<file path="config.mk">
export PLATFORM = sky130hd
export DESIGN_NAME = beta_rf_stage_sb
export DESIGN_NICKNAME = d
export VERILOG_FILES = /design/src/rtl/beta_rf_stage_sb.sv
export SDC_FILE = /design/constraint.sdc
export NUM_CORES = 1
export LEC_CHECK = 0
export BUFFER_PORTS_ARGS = -buffer_cell sky130_fd_sc_hd__buf_2
export CAP_MARGIN = 10
export CELL_PAD_IN_SITES_DETAIL_PLACEMENT = 1
export CELL_PAD_IN_SITES_GLOBAL_PLACEMENT = 1
export CORE_AREA = 2 2 146 148
export CTS_CLUSTER_SIZE = 10
export DETAILED_ROUTE_END_ITERATION = 12
export DIE_AREA = 0 0 148 150
export GPL_TIMING_DRIVEN = 1
export PLACE_DENSITY = 0.94
export RECOVER_POWER = 50
export SYNTH_ARGS = -nofsm -noshare
export SYNTH_HDL_FRONTEND = slang
export SYNTH_SLANG_ARGS = --single-unit
</file>
<file path="constraint.sdc">
create_clock -name clk -period 6.56 [get_ports clk]
set_clock_uncertainty 0.15 [all_clocks]
set_input_delay 1.312 -clock clk [delete_from_list [all_inputs] [get_ports clk]]
set_output_delay 1.312 -clock clk [all_outputs]
set_load 0.05 [all_outputs]
</file>
<file path="src/rtl/beta_rf_stage_sb.sv">
// Beta register-fetch stage: latches pc/ir, decodes operands and branch select,
// and stalls on load-use hazards tracked by a small destination-tag scoreboard.
module beta_rf_stage_sb #(
    parameter int unsigned       DATA_W    = 32,
    parameter logic [DATA_W-1:0] RESET_PC  = '0,
    parameter logic [31:0]       NOP_INSTR = 32'h83FF_FFFF,
    parameter logic [31:0]       BNE_INSTR = 32'h7BDF_FFFF,
    parameter int unsigned       SB_DEPTH  = 2
) (
    input  logic              clk,
    input  logic              reset,
    input  logic              stall,
    input  logic [1:0]        irsrc,
    input  logic [DATA_W-1:0] pcin,
    input  logic [31:0]       irin,
    output logic [4:0]        ra1,
    output logic [4:0]        ra2,
    input  logic [DATA_W-1:0] rd1,
    input  logic [DATA_W-1:0] rd2,
    output logic [DATA_W-1:0] pcout,
    output logic [31:0]       irout,
    output logic [DATA_W-1:0] c_rel_a,
    output logic [DATA_W-1:0] a,
    output logic [DATA_W-1:0] b,
    output logic [DATA_W-1:0] d,
    output logic [DATA_W-1:0] jt,
    output logic [1:0]        pcsel,
    output logic [6:0]        bypass_addr,
    output logic              hz_stall,
    output logic              halt
);

    localparam logic [5:0] OP_LD  = 6'b011000;
    localparam logic [5:0] OP_ST  = 6'b011001;
    localparam logic [5:0] OP_JMP = 6'b011011;
    localparam logic [5:0] OP_BEQ = 6'b011100;
    localparam logic [5:0] OP_BNE = 6'b011101;
    localparam logic [5:0] OP_LDR = 6'b011111;
    localparam logic [4:0] R31    = 5'd31;

    logic [DATA_W-1:0] pc_q, pc_d;
    logic [31:0]       ir_q, ir_d;
    logic              halt_q, halt_d;
    logic [4:0]        sb_q [SB_DEPTH];
    logic [4:0]        sb_d [SB_DEPTH];

    logic [5:0]        op;
    logic [5:0]        eop;
    logic [DATA_W-1:0] lit_sxt;
    logic [31:0]       ir_sel;
    logic              sb_hit;
    logic [1:0]        pcsel_raw;

    assign op      = ir_q[31:26];
    assign lit_sxt = {{(DATA_W-16){ir_q[15]}}, ir_q[15:0]};

    // Register-file read addresses
    always_comb begin
        ra1 = (op == OP_LDR) ? R31 : ir_q[20:16];
        if (op == OP_ST)
            ra2 = ir_q[25:21];
        else if (op[5:4] != 2'b10)
            ra2 = R31;
        else
            ra2 = ir_q[15:11];
    end

    // Any live (non-R31) scoreboard tag read by the current instruction
    always_comb begin
        sb_hit = 1'b0;
        for (int i = 0; i < int'(SB_DEPTH); i++) begin
            if (sb_q[i] != R31 && (sb_q[i] == ra1 || sb_q[i] == ra2))
                sb_hit = 1'b1;
        end
    end

    assign hz_stall = !stall && sb_hit;

    assign pcout   = pc_q;
    assign irout   = hz_stall ? NOP_INSTR : ir_q;
    assign c_rel_a = pc_q + (lit_sxt << 2);
    assign a       = (op == OP_LDR) ? c_rel_a : rd1;
    assign b       = (op[5:4] == 2'b10) ? rd2 : lit_sxt;
    assign d       = rd2;
    assign jt      = rd1;
    assign halt    = halt_q;

    // Bypass tag follows the word actually sent downstream (bubble while stalling)
    assign eop         = irout[31:26];
    assign bypass_addr = {(eop == OP_JMP || eop == OP_BEQ || eop == OP_BNE),
                          irout[31],
                          (eop == OP_ST) ? R31 : irout[25:21]};

    always_comb begin
        pcsel_raw = 2'd3;
        if (ir_q == 32'd0) begin
            pcsel_raw = 2'd0;
        end else if (op[5]) begin
            pcsel_raw = (op[3:1] == 3'b001 || op[2:0] == 3'b111) ? 2'd3 : 2'd0;
        end else begin
            case (op)
                OP_LD, OP_ST, OP_LDR: pcsel_raw = 2'd0;
                OP_JMP:               pcsel_raw = 2'd2;
                OP_BEQ:               pcsel_raw = (rd1 == '0) ? 2'd1 : 2'd0;
                OP_BNE:               pcsel_raw = (rd1 != '0) ? 2'd1 : 2'd0;
                default:              pcsel_raw = 2'd3;
            endcase
        end
    end

    assign pcsel = hz_stall ? 2'd0 : pcsel_raw;

    always_comb begin
        case (irsrc)
            2'd0:    ir_sel = irin;
            2'd1:    ir_sel = BNE_INSTR;
            default: ir_sel = NOP_INSTR;
        endcase
    end

    // Next state: stall freezes everything, halt freezes pc/ir/scoreboard
    always_comb begin
        pc_d   = pc_q;
        ir_d   = ir_q;
        halt_d = halt_q;
        sb_d   = sb_q;
        if (!stall && !halt_q) begin
            sb_d[0] = (!hz_stall && (op == OP_LD || op == OP_LDR)) ? ir_q[25:21] : R31;
            for (int i = 1; i < int'(SB_DEPTH); i++)
                sb_d[i] = sb_q[i-1];
            if (!hz_stall) begin
                pc_d   = pcin;
                ir_d   = ir_sel;
                halt_d = (ir_sel == 32'd0);
            end
        end
    end

    always_ff @(posedge clk or posedge reset) begin
        if (reset) begin
            pc_q   <= RESET_PC;
            ir_q   <= NOP_INSTR;
            halt_q <= 1'b0;
            for (int i = 0; i < int'(SB_DEPTH); i++)
                sb_q[i] <= R31;
        end else begin
            pc_q   <= pc_d;
            ir_q   <= ir_d;
            halt_q <= halt_d;
            sb_q   <= sb_d;
        end
    end

endmodule

</file>
==> impl_metrics.py <==
metrics = {
    "place": {
        "dpl_hpwl_mm": 22.38,
        "portBuffers": 377,
        "place_congestion": 0.8758,
    },
    "clocking": {
        "post_cts_hold_buffer_count": 0,
        "cts_buffer_depth": 2,
        "post_cts.repair.setup_buffers": 0,
        "post_cts_resize_count": 0,
        "htreeDepth": 3,
        "clkTransAtPathRegs_ns": 0.07,
        "cts_tree": "yes",
        "cts_made_buffers": 9,
        "cts_sinks": 75,
        "clk_root_buf": "sky130_fd_sc_hd__clkbuf_16",
        "clk-insertion-delay-late_ns": 0.35,
    },
    "worst_setup_path": {
        "critPathArrivalTime_ns": 3.91,
        "cpMaxStageDelayCell": "sky130_fd_sc_hd__dfstp_1",
        "worst-setup-path-type": "register to output pin",
        "cpPeakStageDelay_ns": 0.68,
        "critPathLaunchType": "register",
        "critical_path.top_delay_family": "compound AO/OA/AOI/OAI gates",
        "critical_path.cell_chain": "nand2b_1, o32ai_1, xnor2_1, nor4_1, and3_1, o31ai_4, buf_4, o211a_1, nor2b_1, buf_2",
        "critical_path_buf_inv_count": 2,
        "critical_path_rt_ns": 5.10,
        "critPathCaptureType": "output pin",
        "crit_path_max_fanout": 35,
    },
    "drt": {
        "dr_total_vias": 7443,
        "detail_route.wirelength_mm": 28.18,
        "drt_pass1_iterations": 4,
        "number_of_remaining_drc_errors": 0,
        "ant_nets": 0,
        "detail_route.iter0.violations": 263,
        "drt-wirelength-per-cell_um": 19.80,
        "viasPerCell": 5.230,
    },
    "power_and_ir_drop": {
        "power_density_nw_per_um2": 533.1,
        "power_leakage_nw": 3.950,
        "worst_vdd_rail_ir_drop_mv": 0.2262,
    },
    "timing": {
        "final_min_period_over_clock_period": 0.8186,
        "max_clock_freq_ghz": 0.1862,
        "whs_ns": 0.3516,
        "totalNegativeSetupSlack_ns": 0,
        "worstMarginPinSlew_ns": 4.306,
        "slew_viol_final": 115,
        "unrepaired_setup_endpoints_after_global_routing": "no",
        "setup_viol": 0,
        "final_period_minus_worst_setup_slack_ns": 5.370,
        "worst_slew_margin_rel": -1.871,
        "timing.final.hold_violations": 0,
    },
    "synthesis": {
        "mappedNetlistNets": 1022,
        "synth_async_sr_flop_share": 1.000,
        "synthCells": 859,
        "synth-edff-count": 0,
        "post_synth_instance_area_um2": 6867,
        "post_synth.cell_area_avg_um2": 7.994,
        "warning_count_from_the_yosys_run": 0,
        "yosysSeqAreaShare": 0.2801,
        "top_cells_by_instance_count_after_synthesis": "137 x sky130_fd_sc_hd__nand2_1, 83 x sky130_fd_sc_hd__nor2_1, 68 x sky130_fd_sc_hd__buf_4, 65 x sky130_fd_sc_hd__a21oi_1, 40 x sky130_fd_sc_hd__nand2b_1",
        "synth_seq_cells": 75,
        "synth_area_leader_cell": "sky130_fd_sc_hd__dfstp_2",
        "ys_top_cells_by_area": "sky130_fd_sc_hd__dfstp_2 14%, sky130_fd_sc_hd__dfrtp_1 14%, sky130_fd_sc_hd__nand2_1 7.5%",
        "synth_top_area_share": 0.1416,
        "most_common_cell_in_the_synthesized_netlist": "sky130_fd_sc_hd__nand2_1",
        "synthDistinctLibCells": 67,
        "synth_flop_cell": "sky130_fd_sc_hd__dfrtp_1",
    },
    "global_routing": {
        "globalRouteMet3Util": 0.04604,
        "gr-total-overflow": 0,
        "grt.busiest_layer": "met2",
        "grtUsageTotal": 0.2394,
        "met2_usage": 0.4074,
        "grt_antenna_before_repair": 2,
        "grt_start_max_net_pins": 76,
        "grt_first_pass_wirelength_mm": 41.50,
        "first_global_vias": 7440,
        "met1_use_gr": 0.3035,
    },
    "die": {
        "ios": 378,
        "dieWidth_um": 148,
        "floorplan.initialDensity": 0.3319,
        "fp.coreArea_um2": 20690,
        "die_y_um": 150,
        "die_area_um2": 22200,
        "placement_rows": 53,
    },
    "final_layout": {
        "synthToLayoutAreaGrowth_pct": 25.26,
        "num-nets-final": 1305,
        "share_of_cells_above_drive_strength_1": 0.3078,
    },
    "min_path": {
        "hold_path_class": "register to register",
    },
    "status": {
        "run_status": "finished with violations",
        "failed_checks": "max-capacitance violations, max-slew violations",
    },
    "job": {
        "cap_viol_max_count": 2,
    },
}
[registers in the layout, summed over array words and instances, names as in the netlist]
name   count
sb_q      10
ir_q      32
pcout     32
halt       1
[report_power, final]
group	leakage (nW)	total, W	internal [W]	switching, W
combinational	2.97	0.00333	0.000803	0.00252
clock	0.142	0.000514	0.000297	0.000217
sequential	0.839	0.000744	0.000583	0.000161
[metrics by stage]
stage	area (um^2)	cells	worst slack, ns	utilization	power, W
after CTS	8745	1421	1.294	0.4227	0.004623
after detailed placement	8443	1405	1.672	0.4081	0.004092
after global routing	8601	1423	0.7204	0.4157	0.004804
after floorplan	6867	859	1.335	-	0.003301
after global placement	8443	1405	1.887	0.4081	0.004017
final	8601	1423	1.190	0.4157	0.004585
[final timing paths]
path                                from         to  slack [ns]  cells past startpoint
worst max-delay path            ir_q[31]   pcsel[1]        1.19                     10
worst min-delay path             sb_q[1]    sb_q[1]        0.35                      2
worst max register to register  ir_q[31]   ir_q[26]        1.89                      9
worst min register to register   sb_q[1]    sb_q[1]        0.35                      2
max in group asynchronous          reset  pcout[11]        1.32                      3
min in group asynchronous          reset  pcout[30]        2.51                      3
[cells by family after synthesis]
family                     Yosys count  synth area share
buffers and inverters              132            0.1133
adders and majority gates           30           0.05576
AOI/OAI and AO/OA                  167            0.1633
muxes                               49           0.08036
DFF                                 75            0.2801
and+or+nand+nor                    365            0.2549
xor gates and xnor gates            41           0.05230
[routing by layer]
metal	vias to the layer above	share of wire
met4	0	0.026
met5	-	0
met2	269	0.49
met1	3645	0.43
met3	50	0.054
li1	3479	-
[layout make-up]
type,instances,area [um^2]
diodes,1,2.502
clock buffers,9,225.2
clock inverters,7,76.32
fillers,2724,12090
inverters,20,76.32
multi-input cells,652,4144
flip-flops and latches,75,1923
well taps,275,344.1
repair buffers,384,1809
[worst register-to-register path, cell delays in order, from the launching register on]
cell	delay, ns
sky130_fd_sc_hd__dfstp_1	0.68
sky130_fd_sc_hd__nand2b_1	0.52
sky130_fd_sc_hd__o32ai_1	0.53
sky130_fd_sc_hd__xnor2_1	0.24
sky130_fd_sc_hd__nor4_1	0.10
sky130_fd_sc_hd__and3_1	0.20
sky130_fd_sc_hd__nor4_1	0.37
sky130_fd_sc_hd__clkbuf_1	1.32
sky130_fd_sc_hd__nand3_1	0.30
sky130_fd_sc_hd__o21ai_1	0.17
[layout by cell type, fill, tap and decap left out, types with 10 or more instances in the layout]
| master | count |
|---|---|
| sky130_fd_sc_hd__a21oi_1 | 65 |
| sky130_fd_sc_hd__nand2b_1 | 40 |
| sky130_fd_sc_hd__clkbuf_1 | 106 |
| sky130_fd_sc_hd__dfstp_2 | 36 |
| sky130_fd_sc_hd__inv_1 | 18 |
| sky130_fd_sc_hd__o21ai_1 | 14 |
| sky130_fd_sc_hd__nor2_1 | 83 |
| sky130_fd_sc_hd__buf_2 | 273 |
| sky130_fd_sc_hd__mux2_1 | 36 |
| sky130_fd_sc_hd__and2_1 | 10 |
| sky130_fd_sc_hd__nand2_1 | 137 |
| sky130_fd_sc_hd__a21o_1 | 27 |
| sky130_fd_sc_hd__mux2_2 | 13 |
| sky130_fd_sc_hd__ha_1 | 29 |
| sky130_fd_sc_hd__nor4_1 | 25 |
| sky130_fd_sc_hd__xor2_1 | 15 |
| sky130_fd_sc_hd__xnor2_1 | 26 |
| sky130_fd_sc_hd__o21ai_0 | 10 |
| sky130_fd_sc_hd__nand3_1 | 10 |
| sky130_fd_sc_hd__nor3_1 | 11 |
| sky130_fd_sc_hd__dfrtp_1 | 38 |
(Power assumes the default switching activity.)
